File: src/rtl/loader_pkg.sv
// Shared types and constants for the instruction-memory image loader.
// Frame layout: 2 length bytes (LE word count), 4*N data bytes, 1 XOR checksum byte.
package loader_pkg;

  typedef enum logic [2:0] {
    ST_IDLE   = 3'd0,
    ST_LEN_LO = 3'd1,
    ST_LEN_HI = 3'd2,
    ST_DATA   = 3'd3,
    ST_CHECK  = 3'd4,
    ST_DONE   = 3'd5,
    ST_ERROR  = 3'd6
  } loader_state_t;

  localparam logic [1:0] ERR_NONE = 2'b00;
  localparam logic [1:0] ERR_LEN  = 2'b01;
  localparam logic [1:0] ERR_CSUM = 2'b10;

  localparam int FRAME_HDR_BYTES = 2;

  function automatic logic [7:0] csum_update(input logic [7:0] acc, input logic [7:0] data);
    return acc ^ data;
  endfunction

endpackage

File: src/rtl/imem_loader_word_assembler.sv
// Packs a byte stream into 32-bit little-endian words; word_valid pulses the
// cycle after the fourth byte of a word is accepted, while word holds it.
module word_assembler (
  input  logic        clk,
  input  logic        rst_n,
  input  logic        clr,
  input  logic        data_en,
  input  logic [7:0]  data,
  output logic [31:0] word,
  output logic        word_valid,
  output logic        last_byte
);

  logic [31:0] shift_r;
  logic [1:0]  idx_r;
  logic        valid_r;

  // Bytes enter at the top, so after four shifts the first byte sits in [7:0]
  always_ff @(posedge clk or negedge rst_n) begin
    if (!rst_n) begin
      shift_r <= 32'd0;
      idx_r   <= 2'd0;
      valid_r <= 1'b0;
    end else if (clr) begin
      shift_r <= 32'd0;
      idx_r   <= 2'd0;
      valid_r <= 1'b0;
    end else begin
      valid_r <= data_en && (idx_r == 2'd3);
      if (data_en) begin
        shift_r <= {data, shift_r[31:8]};
        idx_r   <= idx_r + 2'd1;
      end
    end
  end

  assign word       = shift_r;
  assign word_valid = valid_r;
  assign last_byte  = (idx_r == 2'd3);

endmodule

File: src/rtl/imem_loader.sv
// Byte-stream program loader: receives a framed image, writes it word by word
// into instruction memory from address 0, and releases core_hold on a clean load.
module imem_loader
  import loader_pkg::*;
#(
  parameter int ADDR_WIDTH = 8
) (
  input  logic                  clk,
  input  logic                  reset,
  input  logic                  start,
  input  logic [7:0]            in_data,
  input  logic                  in_valid,
  output logic                  in_ready,
  output logic                  mem_wr_en,
  output logic [ADDR_WIDTH-1:0] mem_addr,
  output logic [31:0]           mem_wdata,
  output logic                  core_hold,
  output logic                  busy,
  output logic                  done,
  output logic                  error,
  output logic [1:0]            err_code,
  output logic [ADDR_WIDTH:0]   words_loaded
);

  // Word count is 17 bits so that a full 2**ADDR_WIDTH image is representable
  localparam logic [16:0] MAX_WORDS = 17'd1 << ADDR_WIDTH;

  loader_state_t         state_r, state_nxt_s;
  logic                  busy_s, xfer_s, start_ok_s, asm_en_s, word_acc_s;
  logic                  word_valid_s, last_byte_s, last_word_s, len_ok_s;
  logic [7:0]            len_lo_r, csum_r;
  logic [16:0]           len_s, nwords_r, wcount_r;
  logic [ADDR_WIDTH-1:0] addr_r;
  logic [ADDR_WIDTH:0]   wl_r;
  logic [1:0]            err_r;
  logic [31:0]           word_s;

  assign busy_s      = (state_r == ST_LEN_LO) || (state_r == ST_LEN_HI) ||
                       (state_r == ST_DATA)   || (state_r == ST_CHECK);
  assign xfer_s      = in_valid && busy_s;
  assign start_ok_s  = start && !busy_s;
  assign asm_en_s    = xfer_s && (state_r == ST_DATA);
  assign word_acc_s  = asm_en_s && last_byte_s;
  assign len_s       = {1'b0, in_data, len_lo_r};
  assign len_ok_s    = (len_s >= 17'd1) && (len_s <= MAX_WORDS);
  assign last_word_s = (wcount_r == (nwords_r - 17'd1));

  word_assembler u_asm (
    .clk        (clk),
    .rst_n      (reset),
    .clr        (start_ok_s),
    .data_en    (asm_en_s),
    .data       (in_data),
    .word       (word_s),
    .word_valid (word_valid_s),
    .last_byte  (last_byte_s)
  );

  // Frame sequencing; start is honoured only outside the receiving states
  always_comb begin
    state_nxt_s = state_r;
    case (state_r)
      ST_IDLE, ST_DONE, ST_ERROR: begin
        if (start) state_nxt_s = ST_LEN_LO;
        else       state_nxt_s = state_r;
      end
      ST_LEN_LO: begin
        if (xfer_s) state_nxt_s = ST_LEN_HI;
        else        state_nxt_s = state_r;
      end
      ST_LEN_HI: begin
        if (xfer_s) state_nxt_s = len_ok_s ? ST_DATA : ST_ERROR;
        else        state_nxt_s = state_r;
      end
      ST_DATA: begin
        if (word_acc_s && last_word_s) state_nxt_s = ST_CHECK;
        else                           state_nxt_s = state_r;
      end
      ST_CHECK: begin
        if (xfer_s) state_nxt_s = (in_data == csum_r) ? ST_DONE : ST_ERROR;
        else        state_nxt_s = state_r;
      end
      default: state_nxt_s = ST_IDLE;
    endcase
  end

  // State register
  always_ff @(posedge clk or negedge reset) begin
    if (!reset) state_r <= ST_IDLE;
    else        state_r <= state_nxt_s;
  end

  // Length capture, checksum, word/address counters and error code
  always_ff @(posedge clk or negedge reset) begin
    if (!reset) begin
      len_lo_r <= 8'd0;
      nwords_r <= 17'd0;
      wcount_r <= 17'd0;
      csum_r   <= 8'd0;
      addr_r   <= {ADDR_WIDTH{1'b0}};
      wl_r     <= {(ADDR_WIDTH+1){1'b0}};
      err_r    <= ERR_NONE;
    end else if (start_ok_s) begin
      len_lo_r <= 8'd0;
      nwords_r <= 17'd0;
      wcount_r <= 17'd0;
      csum_r   <= 8'd0;
      addr_r   <= {ADDR_WIDTH{1'b0}};
      wl_r     <= {(ADDR_WIDTH+1){1'b0}};
      err_r    <= ERR_NONE;
    end else begin
      if (xfer_s && (state_r == ST_LEN_LO)) len_lo_r <= in_data;
      if (xfer_s && (state_r == ST_LEN_HI)) begin
        nwords_r <= len_s;
        if (!len_ok_s) err_r <= ERR_LEN;
      end
      if (asm_en_s)   csum_r   <= csum_update(csum_r, in_data);
      if (word_acc_s) wcount_r <= wcount_r + 17'd1;
      // Address saturates on the last slot so it never wraps back to 0
      if (word_valid_s) begin
        wl_r <= wl_r + {{ADDR_WIDTH{1'b0}}, 1'b1};
        if (addr_r != {ADDR_WIDTH{1'b1}}) addr_r <= addr_r + {{(ADDR_WIDTH-1){1'b0}}, 1'b1};
      end
      if (xfer_s && (state_r == ST_CHECK) && (in_data != csum_r)) err_r <= ERR_CSUM;
    end
  end

  assign in_ready     = busy_s;
  assign busy         = busy_s;
  assign mem_wr_en    = word_valid_s;
  assign mem_addr     = addr_r;
  assign mem_wdata    = word_s;
  assign core_hold    = (state_r != ST_DONE);
  assign done         = (state_r == ST_DONE);
  assign error        = (state_r == ST_ERROR);
  assign err_code     = err_r;
  assign words_loaded = wl_r;

endmodule
File: config.mk
export PLATFORM = sky130hd
export DESIGN_NAME = imem_loader
export DESIGN_NICKNAME = d
export VERILOG_FILES = /design/src/rtl/loader_pkg.sv /design/src/rtl/imem_loader_word_assembler.sv /design/src/rtl/imem_loader.sv
export SDC_FILE = /design/constraint.sdc
export NUM_CORES = 1
export LEC_CHECK = 0
export ABC_AREA = 1
export CAP_MARGIN = 20
export CORE_ASPECT_RATIO = 0.5
export CORE_MARGIN = 2
export CORE_UTILIZATION = 54
export CTS_BUF_LIST = sky130_fd_sc_hd__clkbuf_8
export CTS_CLUSTER_DIAMETER = 40
export DETAILED_ROUTE_END_ITERATION = 10
export GPL_TIMING_DRIVEN = 0
export PLACE_DENSITY = 0.75
export SLEW_MARGIN = 10
export SYNTH_ARGS = -nofsm -noshare
export SYNTH_HDL_FRONTEND = slang
export SYNTH_HIERARCHICAL = 1
export SYNTH_SLANG_ARGS = --single-unit
File: constraint.sdc
create_clock -name clk -period 2.75 [get_ports clk]
set_input_delay 0.55 -clock clk [delete_from_list [all_inputs] [get_ports clk]]
set_output_delay 0.55 -clock clk [all_outputs]
set_load 0.01 [all_outputs]
Word-level counts from Yosys, hierarchy flattened
Index checks and enable logic that the tools add are counted.

operators by class
  bitwise gates (word level) = 1
  equality and inequality tests = 18
  reductions and logical operators = 26
  add/sub/neg operators = 5
  $lt $le $gt $ge = 2
  mux-type cells = 30

operators by type and width
  kind                                                                                   number
  17-bit two-way mux                                                                     4
  32-bit two-way mux                                                                     2
  8-bit two-way mux                                                                      7
  3-bit two-way mux                                                                      6
  9-bit two-way mux                                                                      2
  17-bit by 1-bit adder with 17-bit output (second input constant)                       1
  17-bit equality test                                                                   1
  17-bit by 1-bit subtractor with 17-bit output (second input constant)                  1
  16-bit by 1-bit greater-or-equal comparator with 1-bit output (second input constant)  1
  16-bit by 9-bit less-or-equal comparator with 1-bit output (second input constant)     1
  3-bit one-hot mux with 5 select lines                                                  1
  2-bit two-way mux                                                                      7
  2-bit nonzero test                                                                     6
  1-bit logical AND                                                                      10
  9-bit by 1-bit adder with 9-bit output (second input constant)                         1
  3-bit equality test (second input constant)                                            3
  8-bit by 1-bit adder with 8-bit output (second input constant)                         1
  8-bit equality test                                                                    1
  2-bit inequality test (second input constant)                                          4
  8-bit inequality test                                                                  1
  8-bit inequality test (second input constant)                                          1
  8-bit bitwise XOR                                                                      1
  3-bit by 2-bit equality test with 1-bit output (second input constant)                 2
  5-bit AND reduction                                                                    1
  other kinds (13)                                                                       16

word-level totals
  output and inout bits = 57
  input bits = 12
  register bits = 107
  logic and storage cells = 93

Logic depth before layout (Yosys ltp)
Gate-level depths: netlist of the first run.

  depth after elaboration = 10
  gate-level depth with buffers = 16
  gate-level depth less buffers = 16

By module
The synthesis of the first run kept the hierarchy.

modules (own cells, without submodules)
  module          cells an instance  sequential area each (µm²)  area each (µm²)  instances
  imem_loader     572                1776.7                      4292.9           1
  word_assembler  153                875.8                       1411.4           1

Worst setup path after synthesis of the first run
No wires, ideal clock.

  path type = reg-to-reg
  start = register nwords_r[0]
  end = register state_r[0]
  setup slack = 0.902 ns
  period minus slack after synthesis = 1.848 ns
  required time = 2.633 ns
  data arrival time = 1.731 ns
  cell stages (with the launch flop) = 16
  buffers on the path = 0
  setup time = 0.117 ns
  path through = dfrtp_1 inv_1 ha_1 nand2_1 nor2_1 nand2_1 nand2_1 nand2_1 nand2_1 nand2_1 nor2_1 nand3_1 o21bai_2 nand2_1 nand2_1 nand2_1

on the way
  word-level cells in the longest chain between the ends = 5

RTL lines
  what                                                               RTL line            source
  start, declared                                                    imem_loader.sv:32   logic [16:0] len_s, nwords_r, wcount_r;
  start signal, assigned                                             imem_loader.sv:114  nwords_r <= len_s;
  17-bit by 1-bit subtractor with 17-bit output                      imem_loader.sv:46   assign last_word_s = (wcount_r == (nwords_r - 17'd1));
  17-bit equality test                                               imem_loader.sv:46
  1-bit logical AND                                                  imem_loader.sv:76   if (word_acc_s && last_word_s) state_nxt_s = ST_CHECK;
  2-bit by 1-bit inequality test with 1-bit output (no source line)  n/a
  5-bit AND reduction (no source line)                               n/a
  end signal, assigned                                               imem_loader.sv:90   else state_r <= state_nxt_s;
  end, declared                                                      imem_loader.sv:28   loader_state_t state_r, state_nxt_s;

Every way passes these cells.
A chain may end at the register's enable or synchronous reset.

Worst setup path after layout of the first run
  start = register state_r[0]
  end = output in_ready

on the way
  word-level cells in the longest chain between the ends = 4
  elaborated cells on any way between the ends = 7
  classes of those cells = eq/ne (4); reduce/logical (3)

RTL lines
  what                                                                                                              RTL line           source
  3-bit by 1-bit equality test with 1-bit output or 3-bit by 2-bit equality test with 1-bit output (tied branches)  imem_loader.sv:38  assign busy_s = (state_r == ST_LEN_LO) || (state_r == ST_LEN_HI) ||
  1-bit logical OR (2 in series)                                                                                    imem_loader.sv:38
  1-bit logical OR (*)                                                                                              imem_loader.sv:39  (state_r == ST_DATA) || (state_r == ST_CHECK);
  end, declared                                                                                                     imem_loader.sv:13  output logic in_ready,

Every way passes the cells marked *; elsewhere a longest branch is shown, timed or not.

==> results of run 1 <==
worst reg2reg max path, delay by kind of cell, from the launching register on:
family                   cells  cell delay [ps]
AO/OA/AOI/OAI                1              220
adder cells (fa/ha/maj)      1              260
AND/OR/NAND/NOR             12             1210
flip-flops                   1              420
buffers and inverters        1              130
routing by layer:
| layer | global-route usage | vias to the layer above | part of all wire | routed length, µm |
|---|---|---|---|---|
| met5 | 0 | - | 0 | 0 |
| met4 | 0.0743 | 0 | 0.016 | 218 |
| met3 | 0.0583 | 21 | 0.054 | 754 |
| met2 | 0.413 | 117 | 0.46 | 6390 |
| met1 | 0.354 | 2404 | 0.47 | 6560 |
| li1 | - | 2500 | - | - |
flip-flops by register name, summed over array words and instances, names as in the netlist, 3 cells and up:
| name | cells |
|---|---|
| wcount_r | 17 |
| nwords_r | 16 |
| mem_addr | 8 |
| u_asm/word | 32 |
| state_r | 3 |
| csum_r | 8 |
| words_loaded | 9 |
| len_lo_r | 8 |
path summary, 6_finish.rpt:
check                         startpoint       endpoint  cells past startpoint
max in group asynchronous          reset   nwords_r[15]                      2
min reg2reg                u_asm/word[7]  u_asm/word[7]                      2
max                           state_r[0]       in_ready                      7
min                                reset  u_asm/word[4]                      1
max reg2reg                  nwords_r[0]     state_r[0]                     15
min in group clk           u_asm/word[7]  u_asm/word[7]                      2
power by group through the flow:
stage | Clock (mW) | Sequential, mW | Combinational (mW)
CTS | 1.00 | 2.14 | 2.95
finish | 0.976 | 2.14 | 2.96
detailed placement | 0 | 2.16 | 2.94
global route | 1.06 | 2.19 | 3.37
global placement | 0 | 2.15 | 2.89
floorplan | 0 | 2.12 | 2.13
area by class of cell:
class / instances / area, µm²
plain buffers: 20 / 141
clock buffers: 9 / 124
clock inverters: 7 / 80.1
fillers: 891 / 3450
inverters: 85 / 319
multi-input cells: 514 / 2590
flip-flops and latches: 106 / 2650
well taps: 140 / 175
repair buffers: 69 / 709
metrics by stage:
stage          setup WS (ps)  power, mW  hold WS [ps]  setup TNS [ps]   util
2_1_floorplan            902       4.24           254               0      -
5_1_grt                 42.7       6.61          23.4               0  0.663
4_1_cts                  182       6.09          23.1               0  0.663
3_5_place_dp             198       5.10           454               0  0.643
6_report                 209       6.08          21.5               0  0.663
3_3_place_gp           -2930       5.04           455         -310570  0.640
cell usage in the layout, fill, tap and decap left out, types with 5 or more instances in the layout:
cell and n:
sky130_fd_sc_hd__o21ai_0 31, sky130_fd_sc_hd__nand4_1 6, sky130_fd_sc_hd__inv_2 10, sky130_fd_sc_hd__nor2_1 43, sky130_fd_sc_hd__buf_2 10, sky130_fd_sc_hd__a21oi_1 17
sky130_fd_sc_hd__ha_1 5, sky130_fd_sc_hd__xor2_1 18, sky130_fd_sc_hd__nor4_1 6, sky130_fd_sc_hd__dfrtp_1 106, sky130_fd_sc_hd__a22oi_1 9, sky130_fd_sc_hd__nor2_2 6
sky130_fd_sc_hd__buf_6 6, sky130_fd_sc_hd__clkdlybuf4s50_1 67, sky130_fd_sc_hd__o21ai_1 12, sky130_fd_sc_hd__xnor2_1 9, sky130_fd_sc_hd__clkbuf_8 9, sky130_fd_sc_hd__nand2_1 220
sky130_fd_sc_hd__nand3_1 77, sky130_fd_sc_hd__nor3_1 17, sky130_fd_sc_hd__inv_1 74
cell families (layout without fill, tap and decap cells):
group | count (synthesis) | after routing | synth area share
simple gates | 399 | 399 | 0.319
compound gates | 83 | 83 | 0.0825
buf+inv | 105 | 190 | 0.0807
fa+ha+maj | 5 | 5 | 0.0110
flops | 106 | 106 | 0.465
xor+xnor | 27 | 27 | 0.0415
==> results.md, run 1 <==
- The number of ports placed on the die boundary is 69.
- The internal power of the cells totals 3.28 mW.
- At the pin with the least slew margin, the transition time is 477 ps.
- The number of unique standard cell types used by synthesis is 42.
- Data arrives at the worst endpoint at 1990 ps.
- After detailed routing, the number of remaining DRC violations is 0.
- The number of antenna violations at the first check in global routing was 0.
- The worst-case clock skew is 12.7 ps.
- The kind of start point of the critical path is a flip-flop.
- The number of global-route vias before repair is 4,799.
- The netlist area before placement is 0.00570 mm².
- For this run, the register share of the synthesized area comes to 0.465.
- After synthesis the netlist holds a flip-flop and latch count of 106.
- The worst setup path category is flip-flop to primary output.
- Yosys mapped a number of flops with a built-in enable equal to 0.
- STA classifies the critical path endpoint as a primary output.
- Power spread over the standard cell area amounts to 895 mW/mm².
- Using the TritonRoute via totals, the vias-per-cell ratio works out to 5.31.
- The critical path buffer and inverter count is 4.
- The most used standard cell by instance count after synthesis is sky130_fd_sc_hd__nand2_1.
- The clock slew seen by the registers of the worst setup and hold paths is 110 ps.
- Buffers placed on the I/O ports in this run total 68.
- The clock group share of total power is 0.161.
- The finished layout holds 950 standard cells, fillers aside.
- The largest delay contributor family on the critical path is buffers and inverters.
- The initial utilization of the core area, before any placement, comes to 0.557.
- Setup repair after global routing left no endpoint under its margin.
- In this run the power spent charging and discharging nets is 2.80 mW.
- Timing would allow up to 394 MHz.
- The setup violation total in the final timing report is 0.
- Across the run, the number of max-cap violations was 0.
- The first global-routing pass estimated 23.2 mm of wire.
- The slowest stage of the critical path is the sky130_fd_sc_hd__clkdlybuf4s50_1 cell.
- Yosys printed 6 warnings.
- Walking the worst path, the cells encountered are inv_1 -> nand3_1 -> nand2_1 -> inv_2 -> nand2_1 -> buf_4 -> clkdlybuf4s50_1.
- In the final routed layout, each cell accounts on average for 14.7 µm.
- For this run, asynchronously set or reset flops after synthesis account for 1.00.
- Dividing the final minimum period by the clock period gives 0.924.
- The number of gates resized after CTS was 0.
- The synthesis-to-finish area growth is 19.1%.
- The worst hold path belongs to the class input pin to async pin.
- The number of placement rows is 26.
- The run finished with clean final reports.
- The number of clock sinks is 106.
- The static leakage is 3.40 nW.
- The fraction of final layout cells with drive strength greater than 1 is 0.0901.
- After routing the design area is 0.00679 mm².
- After clock tree synthesis, the flow added hold-fix buffers numbering 0.
- The number of setup buffers added after CTS is 0.
- Of the post-synthesis cell area, the dominant cell type holds 0.465.
- The fraction of power spent switching nets is 0.460.
- The worst slew margin relative to its limit is 0.679.
- The half-perimeter wire length after placement is 10.4 mm.
- Counting I/O delays and the setup requirement, the final critical path takes 2540 ps.
- The deepest level of the CTS H-tree is 3.
- The most repeated library cell on the critical path is sky130_fd_sc_hd__nand2_1.
- For this run, the total global-route usage over all layers was measured as 0.258.
- Synthesis produced 725 cells.
- The number of design-rule violations left by the first detailed-router iteration is 325.
- The placeable core area is 0.0102 mm².
- TritonCTS built the clock tree.
- Counting the buffers created by CTS gives 9.
- The CTS root buffer is sky130_fd_sc_hd__clkbuf_8.
- By area the synthesized netlist is led by sky130_fd_sc_hd__dfrtp_1 (47%), sky130_fd_sc_hd__nand2_1 (14%), sky130_fd_sc_hd__nand3_1 (6.8%).
- The share of total power dissipated in sequential elements is 0.352.
- The insertion delay to the later sink of the worst-skew pair is 390 ps.
- The count of inserted antenna diode cells is 0.
- The floorplan step defined a die boundary enclosing 0.0115 mm².
- The floorplan die height is 76.7 µm.
- The total nets after synthesis is 742.
- The routed layout has 5,042 vias.
- The routed wire length is 13.9 mm.
- The data required time at the worst endpoint is 2200 ps.
- The number of detailed-routing iterations run before antenna repair is 4.
- The maximum vdd drop is 0.000427 V.
- The reg2reg setup slack is 400 ps.
- In this run the worst path has a maximum fanout of 7.
- Counting tap cells, the placed design contains a total of 934 instances.
- The mean cell area of the mapped netlist is 7.87 µm².
- The congestion estimate from routability-driven global placement came to 0.905.
- After synthesis, the most frequently instantiated cells are sky130_fd_sc_hd__nand2_1 (220), sky130_fd_sc_hd__dfrtp_1 (106), sky130_fd_sc_hd__nand3_1 (77), sky130_fd_sc_hd__inv_1 (74), sky130_fd_sc_hd__nor2_1 (43).
- The total number of nets in the final design is 822.
- Summed over all layers, the global routing overflow is 0.
- In this run the deepest clock path goes through 2 buffers.
- The main flop type after synthesis is sky130_fd_sc_hd__dfrtp_1.
- In this run the remaining antenna-violating nets after routing total 0.
- The number of max-slew violations in the final report came to 0.
- The largest total area in the synthesized netlist belongs to sky130_fd_sc_hd__dfrtp_1.
- The number of failing hold endpoints at the final stage came to 0.
- The width of the die is 149 µm.
- The largest net degree at the start of global routing is 77.
- The share of power burned in combinational logic is 0.487.
- The instance area after placement is 0.00659 mm².
- The maximum cell stage delay along the critical path is 520 ps.
No activity file was read; power rests on OpenSTA's default activity.
==> inputs of run 2 (changes only) <==
==> constraint.sdc (replaced) <==
create_clock -name clk -period 2.75 [get_ports clk]
set_input_delay 0.275 -clock clk [delete_from_list [all_inputs] [get_ports clk]]
set_output_delay 0.275 -clock clk [all_outputs]
set_load 0.01 [all_outputs]
==> run 2 against run 1 <==
  * Total power about the same
  * Register-to-register slack is essentially flat
  * Maximum frequency is 8.1% higher
  * Critical path depth grew 8
  * Sequential cell count unchanged
  * Non-clock buffer count grew 1
  * Sequential power about the same
  * Largest cell class unchanged
  * Largest power group unchanged
==> results.md, run 2 (synthesized netlist as in run 1, its figures left out) <==
- The run finished with clean final reports.
- The internal power of the cells totals 3.28 mW.
- The startpoint of the worst-slack reg-to-reg timing path is nwords_r[0].
- The share of total power dissipated in combinational logic is 0.488.
- The fraction of final layout cells with drive strength greater than 1 is 0.0900.
- The worst-case clock skew is 12.8 ps.
- Measured along the x axis, the die boundary spans 149 µm.
- The final weighted congestion of routability-driven global placement is 0.905.
- The largest fanout of any net on the critical path is 5.
- The clock group share of total power is 0.160.
- Final hold analysis gives a worst-case slack of 314 ps.
- Setup repair after global routing left no endpoint under its margin.
- The count of placed standard cells in the final layout, fillers left out is 951.
- The total overflow left after global routing is 0.
- The cell area power density is 894 mW/mm².
- The endpoint arrival time on the critical path is 2630 ps.
- The number of hold buffers added after CTS was 1.
- For this design the total switching power over the nets is 2.80 mW.
- After detailed routing, the wire length on met1 is 6.44 mm.
- The later pin in the worst-skew pair is clocked with a latency of 390 ps.
- The endpoint kind of the worst setup timing path is a flip-flop.
- Port buffering added 68 buffers.
- The clock passes through at most 2 buffers.
- The die covers 0.0115 mm².
- Leaving out fill and tap cells, the most frequent cell in the layout is sky130_fd_sc_hd__nand2_1.
- In the layout the commonest cells are sky130_fd_sc_hd__nand2_1 (220), sky130_fd_sc_hd__dfrtp_1 (106), sky130_fd_sc_hd__nand3_1 (77).
- The CTS root buffer is sky130_fd_sc_hd__clkbuf_8.
- Data on the critical path is required at its endpoint by 3030 ps.
- The post-detailed-route count of antenna-violating nets is 0.
- The routed layout has 5,103 vias.
- The pin slew with the least headroom to its limit is 476 ps.
- After clock tree synthesis, the clock-pin slew on the worst setup and hold paths is 110 ps.
- The number of global-route vias before repair came to 4,799.
- The number of failing hold endpoints at the final stage is 0.
- The initial standard-cell utilization of the core is 0.557.
- The floorplan has 26 rows.
- The static leakage is 3.41 nW.
- Of the total power, registers draw 0.352.
- The number of design-rule violations left by the first detailed-router iteration is 333.
- The synthesis-to-finish area growth is 19.3%.
- The largest net degree at the start of global routing is 77.
- After detailed routing, the met3 layer carries 876 µm of wire.
- The uppermost layer routed is met4.
- The vias per cell is 5.37.
- For this run, the share of the core covered by cells in the final layout is 0.664.
- The average routed wire per standard cell is 14.7 µm.
- The number of antenna violations at the first check in global routing came to 0.
- Buffers added to address setup during post-CTS repair amount to 0.
- The kind of start point of the critical path is a flip-flop.
- The worst-case IR drop observed on VDD is 0.000427 V.
- The count of inserted antenna diode cells is 0.
- In this run the standard cell core region covers 0.0102 mm².
- Dividing the final minimum period by the clock period gives 0.855.
- The CTS tree is done.
- In this run the count of I/O pins placed on the die edge is 69.
- The total number of nets in the final design is 823.
- Summed over all nets, the half-perimeter wirelength after detailed placement is 10.4 mm.
- The number of clock buffers inserted by TritonCTS is 9.
- Once the clock tree was built, the resizer swapped 0 gates to a different size.
- The number of DRC violations after detailed routing is 0.
- The number of cell instances on the worst register-to-register path is 15.
- The class of the tightest hold or removal check is input pin to async pin.
- Of the total power, the share spent switching nets is 0.460.
- The number of max-cap violations is 0.
- The placed cell count is 934.
- Summing internal, switching and leakage power gives 6.08 mW.
- The routed wire length is 13.9 mm.
- The maximum achievable frequency is 426 MHz.
- The final period demand of the worst path is 2350 ps.
- The floorplan die height is 76.7 µm.
- The global-route usage over all layers is 0.258.
- The clock net in this run drives a total of 106 sinks.
- Detailed routing placed a total of 6.41 mm of wire on met2.
- The number of max-slew violations in the final report came to 0.
- The register with the most flip-flops in the layout has 32 of them.
- The setup check on the worst reg-to-reg path leaves a slack of 400 ps.
- The deepest level of the CTS H-tree is 3.
- In this run the tightest slew margin relative to its limit is 0.680.
- The number of detailed-routing iterations run before antenna repair is 5.
- The global-route wire length before repair is 23.2 mm.
- The worst reg2reg path endpoint is state_r[2].
- The setup violation total in the final timing report is 0.
- The critical path in this run is classified as flip-flop to flip-flop.
-- run 2: area by class of cell --
| type | instances | area, µm² |
|---|---|---|
| flip-flops and latches | 106 | 2650 |
| clock buffers | 9 | 124 |
| repair buffers | 70 | 719 |
| fillers | 890 | 3440 |
| clock inverters | 7 | 80.1 |
| plain buffers | 20 | 141 |
| inverters | 85 | 319 |
| well taps | 140 | 175 |
| multi-input cells | 514 | 2590 |
-- run 2: worst max path at each step --
stage / from / endpoint / slack, ps
after floorplan: nwords_r[0] / state_r[0] / 900
after global placement: reset / wcount_r[11] / -2660
after detailed placement: in_valid / state_r[2] / 470
after CTS: state_r[0] / in_ready / 460
after global routing: nwords_r[0] / state_r[0] / 240
final: nwords_r[0] / state_r[2] / 400
-- run 2: worst max-delay path, cell delays in order (launching register included) --
cell                       delay (ps)
sky130_fd_sc_hd__dfrtp_1          420
sky130_fd_sc_hd__inv_1            130
sky130_fd_sc_hd__ha_1             260
sky130_fd_sc_hd__nand2_1          140
sky130_fd_sc_hd__nor2_1           220
sky130_fd_sc_hd__nand2_1          100
sky130_fd_sc_hd__nand2_1          100
sky130_fd_sc_hd__nand2_1           60
sky130_fd_sc_hd__nand2_1           50
sky130_fd_sc_hd__nand2_1           50
sky130_fd_sc_hd__nor2_1            80
sky130_fd_sc_hd__nand3_1          160
sky130_fd_sc_hd__o21bai_2         220
sky130_fd_sc_hd__nand2_1          120
sky130_fd_sc_hd__nand2_1           90
sky130_fd_sc_hd__nand2_1           50
-- run 2: layer usage --
metal	global-route usage	vias to the layer above
li1	-	2501
met1	0.354	2430
met2	0.413	152
met3	0.0583	20
met4	0.0743	0
met5	0	-
-- run 2: stage by stage --
step | setup slack [ps] | TNS [ps] | area (µm²)
5_1_grt | 239 | 0 | 6800
6_report | 400 | 0 | 6800
4_1_cts | 457 | 0 | 6800
2_1_floorplan | 902 | 0 | 5700
3_5_place_dp | 473 | 0 | 6590
3_3_place_gp | -2660 | -281420 | 6560
-- run 2: power groups by stage --
stage / registers (mW) / logic, mW / clock network [mW]
CTS: 2.14 / 2.96 / 1.00
global route: 2.19 / 3.37 / 1.06
detailed placement: 2.16 / 2.94 / 0
floorplan: 2.12 / 2.13 / 0
global placement: 2.15 / 2.89 / 0
finish: 2.14 / 2.97 / 0.974
==> inputs of run 3 (changes only) <==
--- a/config.mk
+++ b/config.mk
@@ -9,12 +9,12 @@
 export CAP_MARGIN = 20
 export CORE_ASPECT_RATIO = 0.5
 export CORE_MARGIN = 2
-export CORE_UTILIZATION = 54
+export CORE_UTILIZATION = 25
 export CTS_BUF_LIST = sky130_fd_sc_hd__clkbuf_8
 export CTS_CLUSTER_DIAMETER = 40
 export DETAILED_ROUTE_END_ITERATION = 10
 export GPL_TIMING_DRIVEN = 0
-export PLACE_DENSITY = 0.75
+export PLACE_DENSITY = 0.39
 export SLEW_MARGIN = 10
 export SYNTH_ARGS = -nofsm -noshare
 export SYNTH_HDL_FRONTEND = slang
==> run 3 against run 2 <==
  * Clock power increased by 23%
  * Sequential cell count stayed put
  * Count of clock-buffer cells in the layout up 1
  * Cell count rose by 18%
  * Maximum frequency fell by 3.3%
  * Clock skew rose by 5.5 ps
  * Register-to-register slack worse by 80 ps
  * Sequential power about the same
  * Utilization is 35 points lower
  * Critical path depth unchanged
  * First-iteration DRC count decreased by 25%
  * Worst hold slack got worse by 6.4 ps
  * Largest power group unchanged
==> results.md, run 3 (synthesized netlist as in run 1, its figures left out) <==
- The flow ran to the end, and the final reports show no timing, DRC or antenna violations.
- The final period demand of the worst path is 2430 ps.
- The sequential cell area is 0.00265 mm².
- In the layout the commonest cells are sky130_fd_sc_hd__nand2_1 (220), sky130_fd_sc_hd__dfrtp_1 (106), sky130_fd_sc_hd__nand3_1 (77).
- From bottom edge to top edge, the die measures 111 µm.
- The first detailed-routing pass ran for 4 iterations.
- The largest net degree at the start of global routing is 78.
- The global-route wire length before repair is 27.3 mm.
- The register with the most flip-flops in the layout has 32 of them.
- Across the run, the number of max-cap violations was 0.
- After detailed routing, the average wire length per cell comes to 14.9 µm.
- Across the routed clock network, the largest skew measured is 18.3 ps.
- The number of placed instances, taps included, is 1,101.
- The congestion estimate from routability-driven global placement came to 0.816.
- The data required time at the worst endpoint is 3040 ps.
- The cell sitting at the root of the clock tree is a sky130_fd_sc_hd__clkbuf_8.
- Setup repair after global routing left no endpoint under its margin.
- The cell area power density is 903 mW/mm².
- The number of buffer cells added on primary ports is 68.
- The worst slew margin relative to its limit is 0.609.
- The number of failing hold endpoints at the final stage is 0.
- The insertion delay to the later sink of the worst-skew pair is 410 ps.
- Once the clock tree was built, the resizer swapped 0 gates to a different size.
- The deepest level of the CTS H-tree is 3.
- The number of placement rows is 39.
- The endpoint kind of the worst setup timing path is a flip-flop.
- The number of antenna violations at the first check in global routing is 0.
- The number of clock buffers inserted by TritonCTS is 9.
- The total number of nets in the final design is 823.
- Data arrives at the worst endpoint at 2720 ps.
- The number of global-route vias before repair is 4,899.
- The number of DRC violations after detailed routing is 0.
- The vias per cell is 4.40.
- Summing over every cut layer, the via total after detailed routing is 4,920.
- After layout, the design draws a total of 6.36 mW.
- The maximum achievable frequency is 411 MHz.
- For this run, the total global-route usage over all layers was measured as 0.145.
- Buffers added to address setup during post-CTS repair amount to 0.
- The placeable core area is 0.0226 mm².
- STA classifies the critical path startpoint as a flip-flop.
- The number of max-slew violations in the final report is 0.
- For this configuration, the core starts out at a cell density of 0.252.
- The most common cell after layout, fill and taps aside is sky130_fd_sc_hd__nand2_1.
- Summing all multi-input logic gate instances after layout gives 0.00259 mm².
- The final clock period utilization by the worst path is 0.884.
- The quantity of hold-fixing buffers added after cts is 1.
- The static leakage is 3.43 nW.
- The total global routing overflow is 0.
- Counting every sink on the clock net gives 106.
- The clock slew seen by the registers of the worst setup and hold paths is 110 ps.
- The CTS tree is done.
- For this run, the number of standard cells in the final layout without fillers is 1,118.
- The synthesis-to-finish area growth is 23.6%.
- The fraction of final layout cells with drive strength greater than 1 is 0.0900.
- Summed over all layers, the routed wires come to 16.7 mm.
- Setup violations remaining at the end of the flow were counted as 0.
- The number of antenna diodes in the final layout is 0.
- The number of ports placed on the die boundary is 69.
- The clock tree buffer depth is 2.
- The number of design-rule violations left by the first detailed-router iteration is 251.
- In this run the worst hold path is classified as input pin to async pin.
- The largest fanout of any net on the critical path is 5.
- The core occupancy in the finished layout is 0.312.
- The area of the die is 0.0241 mm².
- The worst setup path category is flip-flop to flip-flop.
- The floorplan step set the die width to 218 µm.
- For the final routed database, the setup TNS stands at 0 ps.
- The pin slew with the least headroom to its limit is 581 ps.
- The half-perimeter wire length after placement is 12.3 mm.
- In this run the remaining antenna-violating nets after routing total 0.
- The filler cell count is 2,469.
- Across the VDD grid, the largest voltage drop is 0.000304 V.
==> run 3: cell types whose count changed in the layout (fill, tap and decap cells not counted), sizes merged <==
cell	change
bufinv	+2
clkbuf	+1
clkinv	-1
clkinvlp	-1
inv	-1
==> run 3: report_power, final <==
part	switching (mW)	internal (mW)	leakage, nW	total, mW
sequential	0.308	1.85	1.45	2.15
clock	0.638	0.559	0.122	1.20
combinational	1.94	1.07	1.86	3.01
==> run 3: area by class of cell <==
| cell class | instances | area share |
|---|---|---|
| Sequential cell | 106 | 0.376 |
| Multi-Input combinational cell | 514 | 0.368 |
| Timing Repair Buffer | 70 | 0.102 |
| Tap cell | 307 | 0.0545 |
| Inverter | 85 | 0.0453 |
| Buffer | 20 | 0.0201 |
| Clock buffer | 10 | 0.0195 |
| Clock inverter | 6 | 0.0149 |
==> run 3: path summary, 6_finish.rpt <==
kind,from,end,slack [ps],cells after the start
worst max-delay path,nwords_r[0],state_r[0],320,15
worst min-delay path,reset,u_asm/word[3],310,2
worst max register to register,nwords_r[0],state_r[0],320,15
min in group clk,u_asm/word[0],u_asm/word[0],490,2
max in group asynchronous,reset,wcount_r[7],1730,3
worst min register to register,u_asm/word[0],u_asm/word[0],490,2
==> run 3: critical path: stages (launching register included) <==
cell	delay, ps
sky130_fd_sc_hd__dfrtp_1	420
sky130_fd_sc_hd__inv_1	120
sky130_fd_sc_hd__ha_1	260
sky130_fd_sc_hd__nand2_1	160
sky130_fd_sc_hd__nor2_1	240
sky130_fd_sc_hd__nand2_1	80
sky130_fd_sc_hd__nand2_1	100
sky130_fd_sc_hd__nand2_1	60
sky130_fd_sc_hd__nand2_1	50
sky130_fd_sc_hd__nand2_1	50
sky130_fd_sc_hd__nor2_1	90
sky130_fd_sc_hd__nand3_1	180
sky130_fd_sc_hd__o21bai_2	250
sky130_fd_sc_hd__nand2_1	130
sky130_fd_sc_hd__nand2_1	80
sky130_fd_sc_hd__nand2_1	50
==> run 3: through the flow <==
stage          hold WS (ps)  instance area, µm²  setup WS, ps
6_report                308                7050           319
5_1_grt                 317                7050          32.1
4_1_cts                 292                7050           321
3_5_place_dp            184                6800           323
3_3_place_gp            459                6770         -3250
2_1_floorplan         -20.6                5700           902
==> run 3: routing by layer <==
layer  wire (µm)  global-route usage
met2        7360               0.220
met1        8490               0.205
met5           0                   0
met3         682              0.0392
met4         176              0.0333
